[src/rtl/regfile_wb_arbiter.sv]
// regfile_wb_arbiter
// Shares the single register-file write port between the ALU and MEM (load)
// writeback requesters. The winning request is registered into one output
// stage and reaches the register file one cycle after acceptance. Writes to
// R0 are handshaken but never drive rf_write, so R0 stays zero.
//
// Build option: define WB_ARB_RR_EN to resolve contended cycles round-robin
// instead of fixed MEM priority with the MAX_WAIT starvation override. In
// that build the wait counter is absent and alu_starved is tied low.
//
// Ports:
//   clk, rst                 clock; asynchronous active-low reset
//   alu_valid/reg/data       ALU writeback request; alu_ready = accepted
//   mem_valid/reg/data       MEM writeback request; mem_ready = accepted
//   flush                    synchronous flush: no grants, stage cleared
//   rf_write/dst_reg/data    register-file write port (registered stage)
//   conflict_cnt             saturating count of both-valid, non-flush cycles
//   alu_starved              starvation override granted ALU this cycle
module regfile_wb_arbiter #(
    parameter int DATA_W   = 16,
    parameter int REG_ID_W = 4,
    parameter int MAX_WAIT = 3,
    parameter int CNT_W    = 16
) (
    input  logic                clk,
    input  logic                rst,
    input  logic                alu_valid,
    input  logic [REG_ID_W-1:0] alu_reg,
    input  logic [DATA_W-1:0]   alu_data,
    output logic                alu_ready,
    input  logic                mem_valid,
    input  logic [REG_ID_W-1:0] mem_reg,
    input  logic [DATA_W-1:0]   mem_data,
    output logic                mem_ready,
    input  logic                flush,
    output logic                rf_write,
    output logic [REG_ID_W-1:0] rf_dst_reg,
    output logic [DATA_W-1:0]   rf_dst_data,
    output logic [CNT_W-1:0]    conflict_cnt,
    output logic                alu_starved
);

    logic both_valid;
    logic alu_grant;
    logic mem_grant;
    logic stage_valid;

    assign both_valid = alu_valid && mem_valid;

`ifdef WB_ARB_RR_EN
    typedef enum logic {
        PREF_MEM = 1'b0,
        PREF_ALU = 1'b1
    } pref_t;

    pref_t rr_ptr;

    // Uncontended requests win outright; contention follows the pointer.
    always_comb begin
        alu_grant = 1'b0;
        mem_grant = 1'b0;
        if (!flush) begin
            if (both_valid) begin
                alu_grant = (rr_ptr == PREF_ALU);
                mem_grant = (rr_ptr == PREF_MEM);
            end else begin
                alu_grant = alu_valid;
                mem_grant = mem_valid;
            end
        end
    end

    assign alu_starved = 1'b0;

    // Pointer only moves after a contended grant, so lone requests never
    // disturb the fairness order.
    always_ff @(posedge clk or negedge rst) begin
        if (!rst) begin
            rr_ptr <= PREF_MEM;
        end else if (both_valid && !flush) begin
            rr_ptr <= (rr_ptr == PREF_MEM) ? PREF_ALU : PREF_MEM;
        end
    end
`else
    localparam logic [3:0] WAIT_LIMIT = 4'(MAX_WAIT);

    logic [3:0] wait_cnt;
    logic       override;

    // Once ALU has been denied WAIT_LIMIT cycles in a row it beats MEM.
    assign override = both_valid && !flush && (wait_cnt == WAIT_LIMIT);

    always_comb begin
        alu_grant = 1'b0;
        mem_grant = 1'b0;
        if (!flush) begin
            alu_grant = alu_valid && (!mem_valid || override);
            mem_grant = mem_valid && !alu_grant;
        end
    end

    assign alu_starved = override;

    // Counts consecutive ALU denials; any gap in alu_valid, a grant or a
    // flush starts the count over.
    always_ff @(posedge clk or negedge rst) begin
        if (!rst) begin
            wait_cnt <= 4'd0;
        end else if (flush || !alu_valid || alu_grant) begin
            wait_cnt <= 4'd0;
        end else if (wait_cnt != WAIT_LIMIT) begin
            wait_cnt <= wait_cnt + 4'd1;
        end
    end
`endif

    // Grants already imply valid, so ready can never rise without valid.
    assign alu_ready = alu_grant;
    assign mem_ready = mem_grant;

    // Output stage: register/data hold when nothing is granted so the
    // write port only toggles rf_write between idle cycles.
    always_ff @(posedge clk or negedge rst) begin
        if (!rst) begin
            stage_valid <= 1'b0;
            rf_dst_reg  <= '0;
            rf_dst_data <= '0;
        end else begin
            stage_valid <= alu_grant || mem_grant;
            if (alu_grant) begin
                rf_dst_reg  <= alu_reg;
                rf_dst_data <= alu_data;
            end else if (mem_grant) begin
                rf_dst_reg  <= mem_reg;
                rf_dst_data <= mem_data;
            end
        end
    end

    // R0 is hardwired zero: accepted writes to it are silently dropped.
    assign rf_write = stage_valid && (rf_dst_reg != '0);

    always_ff @(posedge clk or negedge rst) begin
        if (!rst) begin
            conflict_cnt <= '0;
        end else if (both_valid && !flush && (conflict_cnt != '1)) begin
            conflict_cnt <= conflict_cnt + 1'b1;
        end
    end

endmodule

[config.mk]
export PLATFORM = sky130hd
export DESIGN_NAME = regfile_wb_arbiter
export DESIGN_NICKNAME = d
export VERILOG_FILES = /design/src/rtl/regfile_wb_arbiter.sv
export SDC_FILE = /design/constraint.sdc
export NUM_CORES = 1
export LEC_CHECK = 0
export CAP_MARGIN = 10
export CORE_MARGIN = 1
export CORE_UTILIZATION = 38
export DETAILED_ROUTE_END_ITERATION = 8
export HOLD_SLACK_MARGIN = 0.1
export PLACE_DENSITY = 0.74
export SYNTH_ARGS = -nofsm -noshare
export SYNTH_HDL_FRONTEND = slang
export SYNTH_SLANG_ARGS = --single-unit
[constraint.sdc]
create_clock -name clk -period 1.54 [get_ports clk]
set_input_delay 0.308 -clock clk [delete_from_list [all_inputs] [get_ports clk]]
set_output_delay 0.308 -clock clk [all_outputs]
set_load 0.01 [all_outputs]
-- After elaboration in Yosys (flattened, before gate mapping)
Index checks and enable logic that the tools add are counted.
- mux-type cells: 8
- equality and inequality tests: 3
- reductions and logical operators: 18
- add/sub/neg operators: 2
- operators by type and width (operator ; count):
    2-to-1 mux 16 bit ; 2
    adder 16 x 1 -> 16 bit (second input constant) ; 1
    2-to-1 mux 4 bit ; 4
    inequality test 16 bit (second input constant) ; 1
    logical AND 1 bit ; 7
    adder 4 x 1 -> 4 bit (second input constant) ; 1
    == test 4 x 2 -> 1 bit (second input constant) ; 1
    zero test 1 bit ; 4
    logical OR 1 bit ; 4
    inequality test 4 x 2 -> 1 bit (second input constant) ; 1
    nonzero test 2 bit ; 2
    nonzero test 4 bit ; 1
    2-to-1 mux 1 bit ; 2
- output and inout port bits: 40
- logic and storage cells: 36
- input bits: 45
- bits in registers: 41

-- Longest topological paths before layout
- word-level depth: 10
- depth in mapped cells: 6
- mapped depth without buffers: 5

-- Worst setup path after synthesis
No wires, ideal clock.
- path type: reg-to-reg
- start point: reg conflict_cnt[0]
- end point: reg conflict_cnt[1]
- clock period less this slack: 1.763 ns
- buffers on the path: 1
- setup slack: -0.223 ns
- data arrival time: 1.638 ns
- setup time: 0.125 ns
- cell stages (with the launch flop): 7
- required time: 1.415 ns
- path through: dfrtp_1 > ha_1 > nand4_1 > nor4_4 > buf_6 > nor2_4 > mux2_4
- word-level cells in the longest chain between the ends: 2
- elaborated cells between the ends (all ways): 3
- those cells by class: add/sub (1); eq/ne (1); reduce/logical (1)
- ends and longest elaborated chain (element ; RTL line ; RTL):
    from (decl) ; 39 ; output logic [CNT_W-1:0] conflict_cnt,
    from (signal assigned) ; 147 ; conflict_cnt <= conflict_cnt + 1'b1;
    parallel branches: the longest is 2 deep, another holds adder 16 x 1 -> 16 bit ; n/a ;
Parallel ways; which one is timed is not known.
A chain may end at the register's enable or synchronous reset.

-- Worst setup path in the final report
- start point: reg wait_cnt[1]
- end point: out alu_ready
- word-level cells in the longest chain between the ends: 5
- ends and longest elaborated chain (element ; RTL line ; RTL):
    from (decl) ; 87 ; logic [3:0] wait_cnt;
    from (signal assigned) ; 112 ; wait_cnt <= wait_cnt + 4'd1;
    == test 4 x 2 -> 1 bit ; 91 ; assign override = both_valid && !flush && (wait_cnt == WAIT_LIMIT);
    logical AND 1 bit ; 91 ;
    logical OR 1 bit ; 97 ; alu_grant = alu_valid && (!mem_valid || override);
    logical AND 1 bit ; 97 ;
    2-to-1 mux 1 bit ; 96 ; if (!flush) begin
    to (decl) ; 30 ; output logic alu_ready,
Every way passes these cells.

==> metrics.md <==
| Metric | Value |
|---|---|
| Routed vias | `2035` |
| Syn avg cell area | `~12 sq um` |
| Post-synth EDFFs | `0` |
| CTS H-Tree Depth | `2` |
| Die W | `73.37 microns` |
| CTS Buf Count | `5` |
| Least-Margin Pin Slew | `between 0.4 and 0.5 ns` |
| First-pass GRT wire length | `around 10000 microns` |
| Vias in the first global route | `1950` |
| Clk_lat worst skew | `between 0.3 and 0.4 ns` |
| Top delay family on crit path | `flip-flops` |
| Io pins | `85` |
| CP max-delay cell | `dfrtp_1` |
| Power share of the clock group | `0.278` |
| Comb pwr share | `0.331` |
| Slew Viols, Final | `0` |
| Reg area | `1027 sq um` |
| Status | `complete, but fails checks` |
| I/O Buffers | `84` |
| Total track usage | `0.2612` |
| # fillers | `roughly 320` |
| Seq cells post-synth | `about 40` |
| Crit path largest cell delay | `roughly 0.42 ns` |
| CTS tree | `built` |
| Clock-pin slew on the worst setup and hold paths | `about 0.090 ns` |
| Worst EP arrival | `1.58 ns` |
| Yosys Warn Count | `0` |
| Syn Std Cell Area | `1936 sq um` |
| Dpl hpwl | `around 4200 microns` |
| Critical path buffers and inverters | `1` |
| Synth area leader | `dfrtp_1` |
| Total power | `3.359 mW` |
| Final Net Count | `about 360` |
| Multi-input logic area | `about 980 sq um` |
| Sequential share of power | `0.391` |
| Min-delay worst type | `in -> async` |
| Number of max-cap violations | `0` |
| Top FF cell, synth | `dfrtp_1` |
| RSZ-0062 raised after global routing | `true` |
| Crit-path max FO | `3` |
| Async S/R FF share, synth | `1.000` |
| DR vias/cell | `around 5.4` |
| Placer Congestion | `between 0.7 and 0.8` |
| DR iter-0 viols | `around 250` |
| CP Launch Type | `flip-flop` |
| Hold Vio Cnt, Final | `0` |
| P&R area growth vs syn | `91.60%` |
| Critical Path End Type | `output pin` |
| Antenna cells | `0` |
| CTS root buffer | `clkbuf_8` |
| Leakage Power | `1.973 nW` |
| Finished Layout Cells | `between 300 and 400` |
| Biggest regs | `conflict_cnt: 16 flops, rf_dst_data: 16 flops` |
| Cell Chain, Critical Path | `ha_4 > or3b_4 > a21oi_4 > buf_6` |
| Count of cell types in the netlist | `39` |
| Sequential cell area fraction in the yosys report | `0.5301` |
| Crit path kind | `reg -> out` |
| Top post-synthesis cells by area | `dfrtp_1 53%, a222oi_1 9.3%, xor2_1 6.3%` |
| Crit path time final | `~1.9 ns` |
| R2R setup slack | `-0.31 ns` |
| Initial core utilization | `0.4018` |
| Total Wirelength | `between 7000 and 8000 microns` |
| Die Span Y | `around 73 microns` |
| Ratio of cells with drive above 1 in the final layout | `0.3526` |
| Final WS setup | `-0.3488 ns` |
| Mapped Nets | `210` |
| WL per Instance | `around 20 microns` |
| TritonRoute pass-1 iters | `7` |
| Clock Sinks | `just over 40` |
| Final setup fails | `between 40 and 50` |
| Clk buf depth | `2` |
| FMAX | `between 0.5 and 0.6 GHz` |
| Internal power | `approximately 2.4 mW` |
| Net Sw Frac | `0.2909` |
| Die ar. | `~5400 sq um` |
| Count leader, synth | `dfrtp_1` |
| Remaining Overflow, GRT | `0` |
| Max-slew headroom | `0.7307` |
| Place WS | `-0.4996 ns` |
| Peak supply drop | `between 600 and 700 uV` |
| Core Util, Final | `0.7699` |
| Core box area | `between 4000 and 5000 sq um` |
| Clock skew | `around 0.012 ns` |
| Failing checks | `negative setup slack` |
| Rows | `25` |
| Initial antenna violation count | `0` |
| Cells after Synth | `around 160` |
| CP required | `between 1 and 1.5 ns` |
| Post-route DRC | `0` |
| Number of routed nets with antenna violations | `0` |
| Top cells by count, synth | `41 x dfrtp_1, 19 x inv_1, 18 x a222oi_1` |
| Largest net degree at the start of global routing | `28` |
| Period utilisation layout | `1.227` |
| Placed Cells | `roughly 340` |
| Synth top area share | `0.5301` |
| Sw power | `0.9771 mW` |
| Pwr per Cell Area | `905.8 nW/um^2` |
==> metal layers <==
metal  wire [microns]  track usage  vias to the layer above
met5                0            0                        -
met4              224       0.1432                        0
met3              317      0.05350                       18
met2             3815       0.4218                       96
met1             3036       0.3283                     1013
li1                 -            -                      908
==> what timing repair did <==
item / CTS / global route
resized for setup: 60 / 34
hold endpoints to repair: 14 / 0
gates cloned: 2 / 1
setup endpoints to repair: 53 / 53
pin swaps: 24 / 16
hold buffers: 1 / 0
setup buffers: 18 / 6
==> cells by family after synthesis <==
group                      synth area share
AOI/OAI and AO/OA                    0.1196
xor gates and xnor gates            0.06788
adders and majority gates           0.01293
muxes                               0.02391
DFF                                  0.5301
buffers and inverters               0.05947
and+or+nand+nor                      0.1862
==> final timing paths <==
path | depth (start not counted) | endpoint | start
min reg2reg | 2 | rf_dst_data[10]$_DFFE_PN0P_ | rf_dst_data[10]$_DFFE_PN0P_
min | 2 | conflict_cnt[13]$_DFFE_PN0P_ | rst
max in group asynchronous | 3 | conflict_cnt[3]$_DFFE_PN0P_ | rst
max | 4 | alu_ready | wait_cnt[1]$_DFFE_PN0P_
max reg2reg | 7 | rf_dst_data[11]$_DFFE_PN0P_ | wait_cnt[1]$_DFFE_PN0P_
min in group clk | 2 | rf_dst_data[10]$_DFFE_PN0P_ | rf_dst_data[10]$_DFFE_PN0P_
==> final cells by class <==
cell class	instances	area share
Inverter	19	0.01923
Sequential cell	41	0.2770
Clock buffer	6	0.02227
Timing Repair Buffer	148	0.3836
Multi-Input combinational cell	96	0.2652
Clock inverter	2	0.01012
Tap cell	67	0.02260
==> layout by cell type (no fill, tap or decap), drive strengths merged, types with 2 or more instances in the layout <==
cell type / Yosys / layout
buf: 4 / 67
clkdlybuf4s50: 0 / 45
dfrtp: 41 / 41
inv: 19 / 19
dlygate4sd2: 0 / 19
a222oi: 18 / 18
xor2: 14 / 14
dlymetal6s2s: 0 / 13
nand2: 8 / 8
clkbuf: 3 / 8
nor4: 7 / 7
nor3: 7 / 7
nand3: 5 / 5
nor2: 4 / 4
nand4: 4 / 4
nand2b: 3 / 3
a21oi: 3 / 3
o21ai: 2 / 2
mux2: 2 / 2
nand3b: 2 / 2
nor3b: 2 / 2
mux2i: 2 / 2
and3: 2 / 2
ha: 2 / 2
==> through the flow <==
| stage | hold slack, ns | setup TNS [ns] | cell area (sq um) |
|---|---|---|---|
| floorplan | 0.01241 | -0.4944 | 1971 |
| global route | 0.4690 | -9.325 | 3709 |
| finish | 0.4512 | -7.199 | 3709 |
| detailed placement | 0.2494 | -11.12 | 3137 |
| global placement | 0.2430 | -10.25 | 3137 |
| CTS | 0.4539 | -4.580 | 3498 |
==> power groups by stage <==
| stage | logic [mW] | clock network (mW) | registers, mW |
|---|---|---|---|
| finish | 1.11 | 0.936 | 1.31 |
| global route | 1.19 | 0.992 | 1.32 |
| CTS | 1.04 | 0.946 | 1.30 |
| detailed placement | 0.964 | 0 | 1.35 |
| global placement | 0.948 | 0 | 1.34 |
| floorplan | 0.220 | 0 | 1.43 |
(Power assumes the default switching activity.)
